### src/rtl/legv8_multicycle_control.sv
// Multicycle LEGv8 control sequencer.
// Latches each instruction into IR during FETCH, then decodes IR in EXEC
// (plus MEM for LDUR) and drives the packed control word for the datapath.
// Layout of control_word[DATA_WIDTH+29:0], MSB first:
// {constant, EN_PC, EN_Mem, EN_ALU, PCsel, Bsel, SL, WM, WR, PS[1:0],
//  FS[4:0], SB[4:0], SA[4:0], DA[4:0]}
module legv8_multicycle_control #(
  parameter int         DATA_WIDTH = 64,
  parameter logic [4:0] XZR        = 5'd31
) (
  input  logic                    clock,
  input  logic                    reset,
  input  logic [31:0]             instruction,
  input  logic [4:0]              status,
  output logic [DATA_WIDTH+29:0]  control_word,
  output logic [2:0]              state,
  output logic                    halted
);

  typedef enum logic [2:0] {
    FETCH = 3'd0,
    EXEC  = 3'd1,
    MEM   = 3'd2,
    HALT  = 3'd7
  } state_t;

  localparam logic [10:0] OP_ADD  = 11'b10001011000;
  localparam logic [10:0] OP_SUB  = 11'b11001011000;
  localparam logic [10:0] OP_AND  = 11'b10001010000;
  localparam logic [10:0] OP_ORR  = 11'b10101010000;
  localparam logic [10:0] OP_LDUR = 11'b11111000010;
  localparam logic [10:0] OP_STUR = 11'b11111000000;
  localparam logic [9:0]  OP_ADDI = 10'b1001000100;
  localparam logic [9:0]  OP_SUBI = 10'b1101000100;
  localparam logic [7:0]  OP_CBZ  = 8'b10110100;
  localparam logic [7:0]  OP_CBNZ = 8'b10110101;
  localparam logic [5:0]  OP_B    = 6'b000101;

  localparam logic [4:0] FS_ADD = 5'b01000;
  localparam logic [4:0] FS_SUB = 5'b01001;
  localparam logic [4:0] FS_AND = 5'b00000;
  localparam logic [4:0] FS_ORR = 5'b00100;

  localparam logic [1:0] PS_HOLD   = 2'b00;
  localparam logic [1:0] PS_INC    = 2'b01;
  localparam logic [1:0] PS_BRANCH = 2'b10;

  state_t cur_state;
  state_t next_state;
  logic [31:0] ir;

  // Instruction fields and immediates, all taken from the latched IR
  logic [4:0] rd_f;
  logic [4:0] rn_f;
  logic [4:0] rm_f;
  logic [DATA_WIDTH-1:0] imm12_zext;
  logic [DATA_WIDTH-1:0] dt9_sext;
  logic [DATA_WIDTH-1:0] imm19_br;
  logic [DATA_WIDTH-1:0] imm26_br;

  assign rd_f       = ir[4:0];
  assign rn_f       = ir[9:5];
  assign rm_f       = ir[20:16];
  assign imm12_zext = {{(DATA_WIDTH-12){1'b0}}, ir[21:10]};
  assign dt9_sext   = {{(DATA_WIDTH-9){ir[20]}}, ir[20:12]};
  assign imm19_br   = {{(DATA_WIDTH-21){ir[23]}}, ir[23:5], 2'b00};
  assign imm26_br   = {{(DATA_WIDTH-28){ir[25]}}, ir[25:0], 2'b00};

  // Only the live zero flag steers branches; latched flags are ignored
  logic unused_status;
  assign unused_status = ^status[4:1];

  // Individual control fields before packing
  logic [DATA_WIDTH-1:0] constant;
  logic       en_pc;
  logic       en_mem;
  logic       en_alu;
  logic       pc_sel;
  logic       b_sel;
  logic       sl;
  logic       wm;
  logic       wr;
  logic [1:0] ps;
  logic [4:0] fs;
  logic [4:0] sb;
  logic [4:0] sa;
  logic [4:0] da;

  // State register and instruction latch, synchronous active-low reset
  always_ff @(posedge clock) begin
    if (!reset) begin
      cur_state <= FETCH;
      ir        <= '0;
    end else begin
      cur_state <= next_state;
      if (cur_state == FETCH) begin
        ir <= instruction;
      end
    end
  end

  // Next-state and control field decode for the current state and IR
  always_comb begin
    next_state = cur_state;
    constant   = '0;
    en_pc      = 1'b0;
    en_mem     = 1'b0;
    en_alu     = 1'b0;
    pc_sel     = 1'b0;
    b_sel      = 1'b0;
    sl         = 1'b0;
    wm         = 1'b0;
    wr         = 1'b0;
    ps         = PS_HOLD;
    fs         = 5'b00000;
    sb         = 5'b00000;
    sa         = 5'b00000;
    da         = 5'b00000;

    case (cur_state)
      FETCH: begin
        next_state = EXEC;
      end

      EXEC: begin
        next_state = FETCH;
        if (ir[31:21] == OP_ADD || ir[31:21] == OP_SUB ||
            ir[31:21] == OP_AND || ir[31:21] == OP_ORR) begin
          sa     = rn_f;
          sb     = rm_f;
          da     = rd_f;
          en_alu = 1'b1;
          wr     = 1'b1;
          ps     = PS_INC;
          case (ir[31:21])
            OP_ADD:  fs = FS_ADD;
            OP_SUB:  fs = FS_SUB;
            OP_AND:  fs = FS_AND;
            default: fs = FS_ORR;
          endcase
        end else if (ir[31:21] == OP_LDUR) begin
          sa         = rn_f;
          b_sel      = 1'b1;
          constant   = dt9_sext;
          fs         = FS_ADD;
          da         = rd_f;
          next_state = MEM;
        end else if (ir[31:21] == OP_STUR) begin
          sa       = rn_f;
          sb       = rd_f;
          b_sel    = 1'b1;
          constant = dt9_sext;
          fs       = FS_ADD;
          wm       = 1'b1;
          ps       = PS_INC;
        end else if (ir[31:22] == OP_ADDI || ir[31:22] == OP_SUBI) begin
          sa       = rn_f;
          sb       = rm_f;
          da       = rd_f;
          b_sel    = 1'b1;
          constant = imm12_zext;
          fs       = (ir[31:22] == OP_ADDI) ? FS_ADD : FS_SUB;
          en_alu   = 1'b1;
          wr       = 1'b1;
          ps       = PS_INC;
        end else if (ir[31:24] == OP_CBZ || ir[31:24] == OP_CBNZ) begin
          sa       = XZR;
          sb       = rd_f;
          fs       = FS_ORR;
          constant = imm19_br;
          if ((ir[31:24] == OP_CBZ) ? status[0] : !status[0]) begin
            ps = PS_BRANCH;
          end else begin
            ps = PS_INC;
          end
        end else if (ir[31:26] == OP_B) begin
          constant = imm26_br;
          ps       = PS_BRANCH;
        end else begin
          next_state = HALT;
        end
      end

      MEM: begin
        sa         = rn_f;
        b_sel      = 1'b1;
        constant   = dt9_sext;
        fs         = FS_ADD;
        en_mem     = 1'b1;
        wr         = 1'b1;
        da         = rd_f;
        ps         = PS_INC;
        next_state = FETCH;
      end

      HALT: begin
        next_state = HALT;
      end

      default: begin
        next_state = FETCH;
      end
    endcase
  end

  assign control_word = reset ? {constant, en_pc, en_mem, en_alu, pc_sel, b_sel, sl,
                                 wm, wr, ps, fs, sb, sa, da}
                              : '0;
  assign state        = cur_state;
  assign halted       = (cur_state == HALT);

endmodule

### config.mk
export PLATFORM = sky130hd
export DESIGN_NAME = legv8_multicycle_control
export DESIGN_NICKNAME = d
export VERILOG_FILES = /design/src/rtl/legv8_multicycle_control.sv
export SDC_FILE = /design/constraint.sdc
export NUM_CORES = 1
export LEC_CHECK = 0
export ABC_AREA = 1
export BUFFER_PORTS_ARGS = -buffer_cell sky130_fd_sc_hd__buf_2
export CAP_MARGIN = 20
export CORE_MARGIN = 3
export CORE_UTILIZATION = 48
export DETAILED_ROUTE_END_ITERATION = 12
export GPL_TIMING_DRIVEN = 0
export PLACE_DENSITY = 0.8
export SLEW_MARGIN = 20
export SYNTH_ARGS = -nofsm -noshare
export SYNTH_HDL_FRONTEND = slang
export SYNTH_SLANG_ARGS = --single-unit
export TNS_END_PERCENT = 5
### constraint.sdc
create_clock -name clock -period 5.1 [get_ports clock]
set_input_delay 0.51 -clock clock [delete_from_list [all_inputs] [get_ports clock]]
set_output_delay 0.51 -clock clock [all_outputs]
set_load 0.05 [all_outputs]
-- Word level (Yosys, flattened, before mapping)
Cells that the tools add are included.
- word-level logic and storage cells: 87
- bits in registers: 35
- input port bits: 39
- reductions and logical operators: 7
- equality and inequality tests: 14
- multiplexer cells: 64
- operator list (operator ; count):
    $mux W64 ; 6
    $pmux W64 S2 ; 1
    $mux W94 ; 1
    $mux W5 ; 16
    $eq A11 B11 Y1 const B ; 6
    $pmux W5 S2 ; 3
    $mux W3 ; 7
    $eq A10 B10 Y1 const B ; 2
    $eq A8 B8 Y1 const B ; 2
    $mux W1 ; 15
    $mux W2 ; 7
    $mux W4 ; 3
    $pmux W4 S3 ; 1
    $pmux W3 S3 ; 1
    $eq A6 B3 Y1 const B ; 1
    $logic_or A1 B1 Y1 ; 5
    $pmux W1 S2 ; 2
    $pmux W2 S2 ; 1
    $eq A3 B1 Y1 const B ; 1
    $eq A3 B2 Y1 const B ; 1
    $eq A3 B3 Y1 const B ; 1
    $logic_not A3 Y1 ; 1
    $logic_not A1 Y1 ; 1

-- Longest topological paths before layout
- depth in word-level cells: 10
- depth in mapped cells: 12
- mapped depth without buffers: 11

-- Worst setup path after synthesis
Ideal clock, no wire load.
- kind: reg-to-output
- start point: register cur_state[1] (netlist: state[1])
- end point: output port control_word[58]
- required time: 4.590 ns
- path buffers: 1
- path slack: 0.598 ns
- arrival time: 3.992 ns
- stages on the path, launching flop included: 8
- cells stage by stage: dfxtp_1 inv_1 nor3_4 inv_2 nor2_1 clkinv_1 a21oi_1 buf_4
- longest elaborated chain between the ends: 3
- elaborated cells on any way between the ends: 4
- those cells by class: 2 x eq/ne; 2 x mux
- ends and longest elaborated chain (what ; RTL line ; text):
    start: declaration ; 48 ; state_t cur_state;
    start signal: assignment ; 95 ; cur_state <= next_state;
    $eq A3 B2 Y1 / $eq A3 B1 Y1 (equally long branches) ; 120 ; case (cur_state)
    $pmux W64 S2 (*) ; 120 ;
    $mux W94 (*) ; 206 ; assign control_word = reset ? {constant, en_pc, en_mem, en_alu, pc_sel, b_sel, sl,
    end: declaration ; 15 ; output logic [DATA_WIDTH+29:0] control_word,
Every way passes the cells marked *; elsewhere a longest branch is shown, timed or not.

-- Worst setup path in the final report
- start point: register ir[29]
- end point: output port control_word[70]
- longest elaborated chain between the ends: 9
- elaborated cells on any way between the ends: 24
- those cells by class: 11 x eq/ne; 8 x mux; 5 x reduce/logical
- ends and longest elaborated chain (what ; RTL line ; text):
    start: declaration ; 50 ; logic [31:0] ir;
    start signal: assignment ; 97 ; ir <= instruction;
    $eq A6 B3 Y1 / $eq A8 B8 Y1 (equally long branches) ; 176, 166 ;
    $mux W64 / $logic_or A1 B1 Y1 (equally long branches) ; 176, 166 ;
    $mux W64 ; 166 ; end else if (ir[31:24] == OP_CBZ || ir[31:24] == OP_CBNZ) begin
    $mux W64 ; 156 ; end else if (ir[31:22] == OP_ADDI || ir[31:22] == OP_SUBI) begin
    $mux W64 ; 148 ; end else if (ir[31:21] == OP_STUR) begin
    $mux W64 ; 141 ; end else if (ir[31:21] == OP_LDUR) begin
    $mux W64 (*) ; 127 ; if (ir[31:21] == OP_ADD || ir[31:21] == OP_SUB ||
    $pmux W64 S2 (*) ; 120 ;
    $mux W94 (*) ; 206 ;
Marks and branches as above.

==> impl_metrics.tcl <==
set metrics [dict create \
    h-tree-depth 2 \
    r2r_slack_ps 3300 \
    arrival_ps 2970 \
    period_minus_slack_ps 3480 \
    drt-vias-per-instance 5.32 \
    startpoint "ir[29]$_SDFFE_PN0N_" \
    ys_ff_latch 35 \
    synth_area_leaders "dfxtp_1, nand2_1, a21oi_1" \
    clk_latency_ps 300 \
    grt_max_degree 38 \
    end_kind "primary output" \
    cp_slowest_cell "a21oi_4" \
    crit_chain "inv_1 > nand2_1 > nor2_1 > nand2_1 > o21ai_0 > nand2_1 > o21ai_0 > nand2_1 > a21oi_4 > buf_4 > buf_2" \
    slew_headroom_pct 48.7 \
    seq_area_frac_synth_pct 21.6 \
    drtIter0Drc 405 \
    portBuffers 127 \
    ys_async_sr_fraction_pct 0 \
    clkSlewWorstSetupHoldPaths_ps 80 \
    grt_usage_pct 29.2 \
    cts_root_buffer "clkbuf_8" \
    core_area_um2 6460 \
    dp_hpwl_mm 9.06 \
    routedWlPerCell_um 14.9 \
    initial_utilization_pct 50.2 \
    syn_area_um2 3240 \
    rsz0062_at_grt "no" \
    ys_warn_count 0 \
    cp_max_fo 37 \
    antenna_left 0 \
    finClkSkew_ps 8.74 \
    cts_setup_buffers 0 \
    max_stage_delay_ps 660 \
    hold_ws_ps 454 \
    gp_congestion 0.990 \
    yosysTopAreaCell "dfxtp_1" \
    finalSetupTns_ps 0 \
    holdBufCountCts 0 \
    crit_type "flop to primary output" \
    fp.dieW_um 88.2 \
    pin_count 137 \
    drt_wl_total_mm 11.5 \
    tritoncts "done" \
    drv_slew 0 \
    worst_slew_pin_slew_ps 768 \
    pwr_density_cell_nw_per_um2 426 \
    cts_resized 0 \
    syn_to_final_growth_pct 27.0 \
    dr.pass1.iters 5 \
    peakVddDrop_mv 0.269 \
    grt_overflow 0 \
    crit_end "control_word[70]" \
    cts.path.max_buffers 2 \
    hp-class "primary input to flop" \
    setup_viol 0 \
    max_freq_mhz 288 \
    hold_viol 0 \
    syn_avg_cell_area_um2 5.82 \
    r2r_end "state[0]$_SDFF_PN0_" \
    tritoncts.num_buffers 5 \
    yosysTopAreaCellShare_pct 21.6 \
    nNetsFinal 734 \
    r2r-start "ir[28]$_SDFFE_PN0N_" \
    numClockSinks 35 \
    r2r_cells 12 \
    synth_edf_count 0 \
    n_antenna_cell 0 \
    start_kind "flop" \
    drc_errors 0 \
    status "complete, no violations" \
    antenna_found_initial 0 \
    yosysUniqueCellTypes 33 \
    period_share_pct 68.2 \
    synth_cells 557 \
    cp_common_cell "nand2_1" \
    fp-row-count 29 \
    cap_violations 0 \
    grt_pass1_vias 3577 \
    die_h_um 88.2 \
    ys.flop_type "dfxtp_1" \
    die-area_um2 7780 \
    dr_total_vias 4116 \
    p_leak_nw 2.27 \
    grt_pass1_wl_mm 17.6 \
    drive_above_1_share_pct 31.2 \
    worstPathRequired_ps 4590 \
]
worst min-delay path by stage:
stage | startpoint | end | slack, ps | cells after the start
floorplan | ir[4]$_SDFFE_PN0N_ | ir[4]$_SDFFE_PN0N_ | 460 | 2
global placement | ir[4]$_SDFFE_PN0N_ | ir[4]$_SDFFE_PN0N_ | 480 | 2
detailed placement | ir[4]$_SDFFE_PN0N_ | ir[4]$_SDFFE_PN0N_ | 480 | 2
CTS | instruction[2] | ir[2]$_SDFFE_PN0N_ | 450 | 3
global route | instruction[0] | ir[0]$_SDFFE_PN0N_ | 480 | 3
finish | instruction[3] | ir[3]$_SDFFE_PN0N_ | 450 | 3
layer usage:
metal | wire length (um) | GRT usage [%] | up-vias
met2 | 5290 | 49.1 | 245
met4 | 283 | 10.2 | 0
met3 | 1230 | 4.33 | 27
met1 | 4740 | 38.0 | 1796
li1 | - | - | 2048
met5 | 0 | 0 | -
final cells by class:
cell class | count | area (um^2)
multi-input combinational | 411 | 1960
timing repair buffer | 127 | 636
fill | 661 | 2340
tap | 77 | 96.3
sequential | 35 | 701
clock inverter | 2 | 35.0
buffer | 63 | 415
clock buffer | 6 | 82.6
inverter | 52 | 195
where the power goes:
part,internal [mW],total (mW),switching (mW),leakage [nW]
sequential,0.397,0.579,0.182,0.291
combinational,0.235,0.902,0.667,1.92
clock,0.158,0.273,0.114,0.0612
total,0.790,1.75,0.964,2.27
worst max-delay path: cells and delay by family (launching register included):
family	cells	cell delay [ps]
AND/OR/NAND/NOR	5	610
flip-flops	1	380
buffers and inverters	3	610
AO/OA/AOI/OAI	3	1070
cell usage in the layout, fill, tap and decap left out, types with 2 or more instances in the layout:
cell,n
a21oi_1,62
a22oi_1,2
buf_2,135
buf_4,41
buf_6,2
clkbuf_1,11
clkbuf_8,6
clkinv_1,2
conb_1,5
dfxtp_1,35
inv_1,44
inv_2,6
nand2_1,148
nand2_2,3
nand3_1,22
nand3_2,3
nand4_1,18
nor2_1,62
nor2_2,6
nor2_4,2
nor3_1,3
o211ai_1,4
o21ai_0,47
o21ai_1,9
o21ai_2,2
o21ai_4,2
o22ai_1,3
or2_2,2
logic make-up (layout without fill, tap and decap cells):
logic type	count (synthesis)	after routing	synth area share (%)
compound gates	133	133	22.3
other cells	1	5	0.116
buf+inv	115	250	18.8
flops	35	35	21.6
xor+xnor	1	1	0.270
simple gates	272	272	36.9
flip-flops by register name, indices dropped and copies added (netlist names):
name,cells
ir,32
state,3
stage by stage:
step           setup WS [ps]  instances  cell area [um^2]  total power, mW  utilization (%)
6_report                1620        773              4120             1.75             63.8
5_1_grt                 1430        773              4120             1.87             63.8
4_1_cts                 1670        773              4120             1.74             63.8
3_5_place_dp            1990        765              4000             1.47             62.0
3_3_place_gp            1060        765              3990             1.46             61.8
2_1_floorplan            598        561              3260             1.19                -
cells in the mapped netlist (2+ instances only):
| cell | n |
|---|---|
| nand2_1 | 148 |
| a21oi_1 | 63 |
| nor2_1 | 62 |
| o21ai_0 | 47 |
| inv_1 | 44 |
| buf_4 | 41 |
| dfxtp_1 | 35 |
| nand3_1 | 22 |
| nand4_1 | 18 |
| clkbuf_1 | 11 |
| o21ai_1 | 9 |
| buf_2 | 8 |
| inv_2 | 6 |
| nor2_2 | 6 |
| o211ai_1 | 4 |
| nand2_2 | 3 |
| nand3_2 | 3 |
| nor3_1 | 3 |
| o22ai_1 | 3 |
| a22oi_1 | 2 |
| buf_6 | 2 |
| clkinv_1 | 2 |
| nor2_4 | 2 |
| o21ai_2 | 2 |
| o21ai_4 | 2 |
| or2_2 | 2 |
(Power assumes the default switching activity.)
